## src/rtl/ysyx_22040750_trap_ctrl_pkg.sv

```systemverilog
// Shared encodings for the trap sequencer: FSM states, trap kind and mcause values.
package ysyx_22040750_trap_ctrl_pkg;

    typedef enum logic [2:0] {
        StIdle  = 3'd0,
        StFlush = 3'd1,
        StDrain = 3'd2,
        StWrite = 3'd3,
        StRedir = 3'd4
    } state_e;

    typedef enum logic {
        KindTrap = 1'b0,
        KindMret = 1'b1
    } kind_e;

    localparam logic [63:0] CauseEcallM = 64'd11;
    localparam logic [63:0] CauseMtimer = 64'h8000_0000_0000_0007;

endpackage

```

## src/rtl/ysyx_22040750_trap_ctrl.sv

```systemverilog
// Trap sequencer: ecall/mret/timer -> flush, drain, CSR update, fetch redirect.
// Optional TRAP_CNT_EN adds a 32-bit trap-entry counter on O_trap_cnt.
module ysyx_22040750_trap_ctrl
    import ysyx_22040750_trap_ctrl_pkg::*;
#(
    parameter int unsigned PC_W = 32,
    parameter int unsigned XLEN = 64
) (
    input  logic            I_sys_clk,
    input  logic            I_rst_n,
    input  logic            I_commit_valid,
    input  logic [PC_W-1:0] I_commit_pc,
    input  logic            I_ecall_commit,
    input  logic            I_mret_commit,
    input  logic            I_timer_intr,
    input  logic            I_pipe_empty,
    input  logic [XLEN-1:0] I_csr_rd_data,
    input  logic            I_redirect_ready,
    output logic            O_flush,
    output logic            O_stall_fetch,
    output logic            O_csr_wr_valid,
    output logic            O_csr_intr_wr,
    output logic            O_csr_intr_rd,
    output logic            O_csr_mret_wr,
    output logic            O_csr_mret_rd,
    output logic [PC_W-1:0] O_intr_pc,
    output logic [XLEN-1:0] O_intr_no,
    output logic            O_redirect_valid,
    output logic [PC_W-1:0] O_redirect_pc,
    output logic [31:0]     O_trap_cnt
);

    state_e          state_q, state_d;
    kind_e           kind_q, kind_d;
    logic [PC_W-1:0] pc_q, pc_d;
    logic [PC_W-1:0] target_q, target_d;
    logic [XLEN-1:0] cause_q, cause_d;

    logic accept;
    assign accept = (state_q == StIdle) && I_commit_valid &&
                    (I_mret_commit || I_ecall_commit || I_timer_intr);

    // Only the aligned PC slice of the CSR read is used as a target.
    logic unused_rd_bits;
    assign unused_rd_bits = ^{I_csr_rd_data[XLEN-1:PC_W], I_csr_rd_data[1:0]};

    always_ff @(posedge I_sys_clk or negedge I_rst_n) begin
        if (!I_rst_n) begin
            state_q <= StIdle;
        end else begin
            state_q <= state_d;
        end
    end

    always_comb begin
        state_d = state_q;
        unique case (state_q)
            StIdle:  if (accept) state_d = StFlush;
            StFlush: state_d = StDrain;
            StDrain: if (I_pipe_empty) state_d = StWrite;
            StWrite: state_d = StRedir;
            StRedir: if (I_redirect_ready) state_d = StIdle;
            default: state_d = StIdle;
        endcase
    end

    always_comb begin
        kind_d   = kind_q;
        pc_d     = pc_q;
        cause_d  = cause_q;
        target_d = target_q;
        if (accept) begin
            if (I_mret_commit) begin
                kind_d = KindMret;
            end else if (I_ecall_commit) begin
                kind_d  = KindTrap;
                pc_d    = I_commit_pc;
                cause_d = XLEN'(CauseEcallM);
            end else begin
                // Interrupt is taken after the retiring instruction.
                kind_d  = KindTrap;
                pc_d    = I_commit_pc + PC_W'(4);
                cause_d = XLEN'(CauseMtimer);
            end
        end
        if (state_q == StWrite) begin
            target_d = {I_csr_rd_data[PC_W-1:2], 2'b00};
        end
    end

    always_ff @(posedge I_sys_clk or negedge I_rst_n) begin
        if (!I_rst_n) begin
            kind_q   <= KindTrap;
            pc_q     <= '0;
            cause_q  <= '0;
            target_q <= '0;
        end else begin
            kind_q   <= kind_d;
            pc_q     <= pc_d;
            cause_q  <= cause_d;
            target_q <= target_d;
        end
    end

    always_comb begin
        O_flush          = (state_q == StFlush);
        O_stall_fetch    = (state_q != StIdle);
        O_csr_wr_valid   = (state_q == StWrite);
        O_csr_intr_wr    = (state_q == StWrite) && (kind_q == KindTrap);
        O_csr_intr_rd    = O_csr_intr_wr;
        O_csr_mret_wr    = (state_q == StWrite) && (kind_q == KindMret);
        O_csr_mret_rd    = O_csr_mret_wr;
        O_intr_pc        = O_csr_intr_wr ? pc_q : '0;
        O_intr_no        = O_csr_intr_wr ? cause_q : '0;
        O_redirect_valid = (state_q == StRedir);
        O_redirect_pc    = (state_q == StRedir) ? target_q : '0;
    end

`ifdef TRAP_CNT_EN
    logic [31:0] trap_cnt_q;

    always_ff @(posedge I_sys_clk or negedge I_rst_n) begin
        if (!I_rst_n) begin
            trap_cnt_q <= '0;
        end else if ((state_q == StWrite) && (kind_q == KindTrap)) begin
            trap_cnt_q <= trap_cnt_q + 32'd1;
        end
    end

    assign O_trap_cnt = trap_cnt_q;
`else
    assign O_trap_cnt = '0;
`endif

endmodule

```

## config.mk

```make
export PLATFORM = sky130hd
export DESIGN_NAME = ysyx_22040750_trap_ctrl
export DESIGN_NICKNAME = d
export VERILOG_FILES = /design/src/rtl/ysyx_22040750_trap_ctrl_pkg.sv /design/src/rtl/ysyx_22040750_trap_ctrl.sv
export SDC_FILE = /design/constraint.sdc
export NUM_CORES = 1
export LEC_CHECK = 0
export ABC_AREA = 1
export CAP_MARGIN = 10
export CORE_MARGIN = 1.5
export CORE_UTILIZATION = 35
export CTS_CLUSTER_DIAMETER = 150
export DETAILED_ROUTE_END_ITERATION = 10
export PLACE_DENSITY = 0.78
export SETUP_SLACK_MARGIN = 0.1
export SLEW_MARGIN = 30
export SYNTH_ARGS = -nofsm -noshare
export SYNTH_HDL_FRONTEND = slang
export SYNTH_SLANG_ARGS = --single-unit
```

## constraint.sdc

```tcl
create_clock -name I_sys_clk -period 1.8 [get_ports I_sys_clk]
set_clock_uncertainty 0.2 [all_clocks]
set_input_delay 0.36 -clock I_sys_clk [delete_from_list [all_inputs] [get_ports I_sys_clk]]
set_output_delay 0.36 -clock I_sys_clk [all_outputs]
set_load 0.005 [all_outputs]
```

### Word level (Yosys, flattened, before mapping)

Index checks and enable logic that the tools add are counted.

| cells by class | value |
|---|---|
| add/subtract/negate cells | 1 |
| equality and inequality tests | 7 |
| mux-type cells | 10 |
| bitwise gates (word level) | 2 |
| reduce and logical (&&, ||, !) cells | 10 |

Operators with widths:

| cell | number |
|---|---|
| $mux 64 | 2 |
| $mux 32 | 3 |
| $add 32x3->32 const B | 1 |
| $pmux 3 s5 | 1 |
| $mux 3 | 3 |
| $eq 3x2->1 const B | 2 |
| $ne 2x2->1 const B | 3 |
| $logic_and 1x1->1 | 4 |
| $eq 3x1->1 const B | 1 |
| $eq 3x3->1 const B | 1 |
| $logic_not 3->1 | 1 |
| $reduce_and 3->1 | 1 |
| $reduce_bool 3->1 | 1 |
| $logic_or 1x1->1 | 2 |
| $not 1->1 | 2 |
| $reduce_and 2->1 | 1 |
| $mux 1 | 1 |

| storage, ports and cells | value |
|---|---|
| register bits | 130 |
| input port bits | 104 |

### Logic depth before layout (Yosys ltp)

Gate-level depths: netlist of run 1.

| logic depth | value |
|---|---|
| depth after elaboration | 5 |
| depth in mapped cells | 10 |

### Least setup slack after synthesis of run 1

OpenSTA, ideal clock, no wires.

| timing | value |
|---|---|
| kind | reg-to-output |
| from | register state_q[2] |
| to | output port O_intr_no[63] |
| arrival time | 1.449 ns |
| data required time | 1.240 ns |
| path slack | -0.209 ns |
| cell stages (with the launch flop) | 8 |
| path through | dfrtp_1 > nor3_4 > inv_2 > nor2_2 > inv_2 > buf_2 > nor2_1 > buf_4 |

| between the ends | value |
|---|---|
| cells in the longest elaborated chain, start to end | 3 |

RTL lines:

| element | RTL line | source |
|---|---|---|
| start, declared | ysyx_22040750_trap_ctrl.sv:33 | `state_e state_q, state_d;` |
| start signal, assigned | ysyx_22040750_trap_ctrl.sv:49 | `state_q <= StIdle;` |
| start signal, assigned | ysyx_22040750_trap_ctrl.sv:51 | `state_q <= state_d;` |
| $eq 3x2->1 | ysyx_22040750_trap_ctrl.sv:109 | `O_csr_intr_wr = (state_q == StWrite) && (kind_q == KindTrap);` |
| $logic_and 1x1->1 | ysyx_22040750_trap_ctrl.sv:109 |  |
| net O_csr_intr_rd | ysyx_22040750_trap_ctrl.sv:23 | `output logic O_csr_intr_rd,` |
| $mux 64 | ysyx_22040750_trap_ctrl.sv:114 | `O_intr_no = O_csr_intr_wr ? cause_q : '0;` |
| end, declared | ysyx_22040750_trap_ctrl.sv:27 | `output logic [XLEN-1:0] O_intr_no,` |

The timed path passes the listed nets, and every way through them passes these cells.

### Final worst setup path of run 1

| timing | value |
|---|---|
| from | register state_q[2] |
| to | output port O_redirect_pc[13] |

| between the ends | value |
|---|---|
| cells in the longest elaborated chain, start to end | 2 |

RTL lines:

| element | RTL line | source |
|---|---|---|
| $eq 3x3->1 | ysyx_22040750_trap_ctrl.sv:116 | `O_redirect_pc = (state_q == StRedir) ? target_q : '0;` |
| $mux 32 | ysyx_22040750_trap_ctrl.sv:116 |  |
| end, declared | ysyx_22040750_trap_ctrl.sv:29 | `output logic [PC_W-1:0] O_redirect_pc,` |

Every way passes these cells.

==> results of run 1 <==
-- registers in the layout (all words and copies together) (netlist names) --
signal / flops
cause_q: 3
kind_q: 1
pc_q: 32
state_q: 3
target_q: 30
-- stage by stage --
step	utilization	cells
floorplan	-	762
global placement	0.503	1028
detailed placement	0.503	1028
CTS	0.543	1064
global route	0.584	1074
finish	0.584	1074
-- power groups by stage --
stage	logic (mW)	registers, mW	clock network (mW)
global route	4.06	2.64	1.70
global placement	2.49	2.55	0
floorplan	1.52	2.52	0
CTS	2.99	2.54	1.62
detailed placement	2.53	2.58	0
finish	3.70	2.58	1.60
-- worst reg2reg max path: stages, from the launching register on --
cell       delay, ns
dfrtp_1         0.41
buf_6           0.14
buf_6           0.10
buf_6           0.10
buf_6           0.12
nor2_4          0.12
inv_2           0.06
nor2_4          0.15
nand2_8         0.10
buf_12          0.14
clkbuf_16       0.17
nand2_1         0.08
nand2_1         0.05
-- area by class of cell --
class                   instances  area share
repair buffers                242       0.302
inverters                     105      0.0551
multi-input cells             471       0.348
clock buffers                  13      0.0335
flip-flops and latches         69       0.231
clock inverters                 2     0.00134
well taps                     172      0.0288
-- synthesized netlist by cell type, types with 2 or more instances --
cell / count
buf_2: 6
buf_4: 97
buf_6: 2
clkbuf_1: 12
dfrtp_1: 69
inv_1: 100
inv_2: 5
nand2_1: 138
nand3_1: 45
nand4_1: 4
nor2_1: 102
nor2_2: 6
nor3_1: 5
o21a_1: 2
o21ai_0: 53
o21bai_1: 3
or2_2: 2
xnor2_1: 2
xor2_1: 8
-- cells by family after synthesis --
group | count (synthesis) | share of synthesized area
and+or+nand+nor | 306 | 0.273
buffers and inverters | 222 | 0.263
DFF | 69 | 0.372
AOI/OAI and AO/OA | 61 | 0.0696
xor gates and xnor gates | 10 | 0.0189
adders and majority gates | 1 | 0.00270
other | 1 | 0.000809
-- how the worst max path moves through the flow --
stage	start	end	slack (ns)	cells after the start
finish	state_q[2]$_DFFE_PN0P_	O_redirect_pc[13]	-0.48	8
global route	state_q[0]$_DFFE_PN0P_	O_intr_pc[18]	-0.57	8
CTS	state_q[0]$_DFFE_PN0P_	O_redirect_pc[28]	-0.46	7
detailed placement	state_q[1]$_DFFE_PN0P_	O_intr_pc[31]	-0.55	8
global placement	state_q[1]$_DFFE_PN0P_	O_intr_pc[31]	-0.56	8
floorplan	state_q[1]$_DFFE_PN0P_	O_intr_no[63]	-0.11	8
-- layer usage --
metal	GRT usage	wire (µm)	vias to the layer above	share of wire
li1	-	-	2302	-
met1	0.232	5910	2167	0.41
met2	0.326	7280	206	0.50
met3	0.0354	900	25	0.062
met4	0.0686	342	0	0.024
met5	0	0	-	0
-- what timing repair did --
item                                   in CTS  in global routing
setup endpoints to repair                 134                118
resized for setup                         354                143
cloned                                      5                  5
hold buffers                                1                  0
endpoints found under the hold margin      69                  0
pin swaps                                  13                 11
buffers inserted                           16                 10
==> impl_metrics.env, run 1 <==
export IMPL_cts_htree_levels=3
export IMPL_ys_flop_type="dfrtp_1"
export IMPL_totalNegativeSetupSlack_ns=-35.19
export IMPL_yosys_cell_types_count=28
export IMPL_cts_num_sinks=69
export IMPL_cpPeakStageDelay_ns=0.41
export IMPL_hold_violations=0
export IMPL_power_density_nw_per_um2=1050
export IMPL_ir_drop_uv=424
export IMPL_fillers=1112
export IMPL_drv_cap=0
export IMPL_async_flop_share=1.00
export IMPL_die_x_um=118
export IMPL_post_dp_hpwl_mm=9.20
export IMPL_grt_pass1_wl_mm=21.1
export IMPL_clk_pin_slew_ns=0.06
export IMPL_cp_num_buf_inv=6
export IMPL_fin_area_um2=7470
export IMPL_drtAntennaViolNets=0
export IMPL_multi_input_area_um2=2590
export IMPL_p_leak_nw=3.71
export IMPL_path_class="reg2out"
export IMPL_min_to="pc_q[31]$_DFFE_PN0P_"
export IMPL_synth_largest_area_cell="dfrtp_1"
export IMPL_grt_pass1_vias=4290
export IMPL_fin_crit_sh=1.26
export IMPL_p_seq_frac=0.328
export IMPL_num_vias=4700
export IMPL_crit_family="buffers and inverters"
export IMPL_rsz0062_at_grt="true"
export IMPL_final_cell_mix="127 x nand2_1, 95 x inv_1, 93 x conb_1, 69 x dfrtp_1, 62 x buf_4"
export IMPL_fin_hold_ws_ns=0.272
export IMPL_drt_iter0_drc=242
export IMPL_max_freq_mhz=439
export IMPL_power_share_combinational=0.470
export IMPL_ys_ff_latch=69
export IMPL_crit_slowest_cell="dfrtp_1"
export IMPL_mostFrequentLayoutCell="nand2_1"
export IMPL_synth_edf_count=0
export IMPL_seq_area_um2=1730
export IMPL_globalRouteOverflowTotal=0
export IMPL_pre_cts_ws_ns=-0.554
export IMPL_reg2reg_depth=12
export IMPL_r2r_end="pc_q[29]$_DFFE_PN0P_"
export IMPL_drcViolationCount=0
export IMPL_hold_class="reg2reg"
export IMPL_cts_buffers=9
export IMPL_rows=41
export IMPL_synth_area_um2=4640
export IMPL_die_h_um=118
export IMPL_num_antenna_cells=0
export IMPL_endpoint_kind="output port"
export IMPL_ff2ff_setup_slack_ns=-0.26
export IMPL_syn_avg_cell_area_um2=6.92
export IMPL_start_util=0.363
export IMPL_cp_arrival_ns=1.72
export IMPL_syn_inst=670
export IMPL_r2r_start="state_q[2]$_DFFE_PN0P_"
export IMPL_status="finished, violations left"
export IMPL_hold_start="pc_q[31]$_DFFE_PN0P_"
export IMPL_cp_required_ns=1.24
export IMPL_worstSetupStartpointType="register"
export IMPL_fp_coreArea_um2=12800
export IMPL_grt_use_total=0.188
export IMPL_drt_wirelength_per_cell_um=13.4
export IMPL_grt_max_degree=70
export IMPL_synth_top_area_share=0.372
export IMPL_drt_pass1_iter_count=4
export IMPL_gp_congestion=0.819
export IMPL_ys_seq_area_frac=0.372
export IMPL_area_growth_pct=61.0
export IMPL_fin_ws_ns=-0.477
export IMPL_synth_warnings=0
export IMPL_antenna_found_initial=0
export IMPL_power_mw=7.87
export IMPL_postPlaceCellArea_um2=6420
export IMPL_ios=272
export IMPL_cts_tree="done"
export IMPL_clkLatencyLatePin_ns=0.33
export IMPL_crit_fanout=8
export IMPL_via_per_inst=4.38
export IMPL_cts_buffer_depth=2
export IMPL_intPower_mw=4.90
export IMPL_nets=1003
export IMPL_holdPathStages=2
export IMPL_setup_viol=110
export IMPL_cts_root_buf="clkbuf_16"
export IMPL_crit_chain="buf_6, inv_2, nor3_4, inv_2, buf_6, clkbuf_16, nor2_1, buf_2"
export IMPL_switching_share=0.377
export IMPL_wirelength_mm=14.4
export IMPL_clkPwrFrac=0.203
export IMPL_dieArea_um2=14000
export IMPL_min_period_ns=2.28
export IMPL_yosys_top_cells_area="dfrtp_1 37%, buf_4 16%, nand2_1 11%, nor2_1 8.3%, inv_1 8.1%"
export IMPL_p_switching_mw=2.97
export IMPL_post_route_cells_drive_above_1_share=0.338
export IMPL_io_buffer_count=144
export IMPL_drv_slew=0
export IMPL_violations="setup timing"
Note: power is estimated with default switching activity, not from simulation.
==> run 2, diff against run 1 <==
CAP_MARGIN = 5   (was 10)
CORE_ASPECT_RATIO = 0.8   (was default)
==> impl_metrics.env, run 2 (synthesis gave the netlist of run 1 again) <==
export IMPL_die_h_um=106
export IMPL_violations="setup timing"
export IMPL_post_dp_hpwl_mm=9.26
export IMPL_drt_wirelength_per_cell_um=13.7
export IMPL_via_per_inst=4.39
export IMPL_area_growth_pct=64.9
export IMPL_drt_iter0_drc=253
export IMPL_nets=1008
export IMPL_min_period_ns=2.31
export IMPL_crit_chain="inv_2, nor3_4, inv_2, nor2_4, inv_4, buf_6, buf_12, nor2_4, buf_2"
export IMPL_cp_arrival_ns=1.75
export IMPL_grt_pass1_vias=4371
export IMPL_fillers=1141
export IMPL_p_leak_nw=3.74
export IMPL_drcViolationCount=0
export IMPL_dp_cells=1038
export IMPL_regMostFlops="pc_q"
export IMPL_dieArea_um2=14000
export IMPL_drt_pass1_iter_count=5
export IMPL_clkLatencyLatePin_ns=0.32
export IMPL_hold_violations=0
export IMPL_cpPeakStageDelay_ns=0.37
export IMPL_cts_root_buf="clkbuf_16"
export IMPL_grt_max_degree=70
export IMPL_drv_cap=0
export IMPL_path_class="reg2out"
export IMPL_hold_class="reg2reg"
export IMPL_top_regs="pc_q (32), target_q (30)"
export IMPL_cts_buffers=9
export IMPL_power_density_nw_per_um2=1070
export IMPL_cp_num_buf_inv=6
export IMPL_fin_ws_ns=-0.506
export IMPL_num_vias=4757
export IMPL_postPlaceCellArea_um2=6470
export IMPL_final_cell_mix="113 x nand2_1, 95 x inv_1, 93 x conb_1, 69 x dfrtp_1"
export IMPL_grt_use_total=0.200
export IMPL_crit_family="buffers and inverters"
export IMPL_status="finished, violations left"
export IMPL_cts_tree="done"
export IMPL_rows=37
export IMPL_ir_drop_uv=581
export IMPL_seq_area_um2=1730
export IMPL_worstSetupStartpointType="register"
export IMPL_rsz0062_at_grt="true"
export IMPL_start_util=0.359
export IMPL_io_buffer_count=144
export IMPL_largest_register_ffs=32
export IMPL_wirelength_mm=14.8
export IMPL_gp_congestion=0.931
export IMPL_crit_slowest_cell="dfrtp_1"
export IMPL_drv_slew=0
export IMPL_cts_buffer_depth=2
export IMPL_mostFrequentLayoutCell="nand2_1"
export IMPL_endpoint_kind="output port"
export IMPL_fin_hold_ws_ns=0.289
export IMPL_cp_required_ns=1.24
export IMPL_max_freq_mhz=434
export IMPL_fin_crit_sh=1.28
export IMPL_multi_input_area_um2=2790
export IMPL_drtAntennaViolNets=0
export IMPL_fp_coreArea_um2=12900
export IMPL_setup_viol=109
export IMPL_grt_pass1_wl_mm=22.2
export IMPL_cts_htree_levels=3
export IMPL_final_cells=1083
export IMPL_ios=272
export IMPL_cts_num_sinks=69
export IMPL_crit_fanout=6
export IMPL_fin_area_um2=7650
export IMPL_die_x_um=132
export IMPL_num_antenna_cells=0
export IMPL_globalRouteOverflowTotal=0
export IMPL_antenna_found_initial=0
export IMPL_clk_pin_slew_ns=0.06
export IMPL_post_route_cells_drive_above_1_share=0.372
run 2: worst register-to-register path, stage by stage, from the launching register on:
cell and delay [ns]:
dfrtp_1 0.42, buf_6 0.14, buf_6 0.11, buf_6 0.13, nor2_4 0.11, inv_2 0.06
nor2_4 0.17, nand2_8 0.15, clkinv_8 0.12, buf_12 0.14, nand2_4 0.05, o21a_1 0.10
run 2: area by class of cell:
class,count,share of cell area
Multi-Input combinational cell,471,0.364
Timing Repair Buffer,246,0.287
Sequential cell,69,0.226
Inverter,105,0.0541
Clock buffer,12,0.0322
Tap cell,175,0.0286
Clock inverter,4,0.00622
Timing Repair inverter,1,0.00147
run 2: final timing paths:
path / start / to / slack, ns / cells after the start
hold reg to reg: cause_q[1]$_DFFE_PN0P_ / cause_q[1]$_DFFE_PN0P_ / 0.29 / 2
max in group asynchronous: I_rst_n / pc_q[23]$_DFFE_PN0P_ / 0.69 / 3
min in group asynchronous: I_rst_n / pc_q[10]$_DFFE_PN0P_ / 0.39 / 3
setup reg to reg: state_q[2]$_DFFE_PN0P_ / cause_q[3]$_DFFE_PN0P_ / -0.21 / 11
setup / recovery: state_q[1]$_DFFE_PN0P_ / O_intr_no[2] / -0.51 / 9
hold / removal: cause_q[1]$_DFFE_PN0P_ / cause_q[1]$_DFFE_PN0P_ / 0.29 / 2
run 2: power by group:
group,internal [mW],switching (mW)
Combinational,1.66,2.14
Clock,1.11,0.678
Sequential,2.28,0.330
Total,5.05,3.14
run 2: per-stage QoR:
step           total power [mW]  TNS (ns)   util  setup WS (ns)
2_1_floorplan              4.04     -1.70      -         -0.112
3_3_place_gp               5.04    -40.00  0.501         -0.492
3_5_place_dp               5.13    -44.28  0.501         -0.511
4_1_cts                    7.78    -33.72  0.567         -0.498
5_1_grt                    8.75    -43.42  0.592         -0.602
6_report                   8.20    -33.77  0.592         -0.506
run 2: metal layers:
metal  GRT usage  vias up  routed length (µm)
li1            -     2314                   -
met1       0.271     2272                6530
met2       0.338      160                7230
met3      0.0415       11                 991
met4      0.0317        0                  89
met5           0        -                   0
run 2: timing repair:
item | in CTS | in global routing
pin swaps | 16 | 28
resized for setup | 447 | 128
hold endpoints to repair | 69 | 0
buffers inserted | 28 | 8
setup endpoints to repair | 112 | 132
hold buffers | 1 | 0
gates cloned | 11 | 1
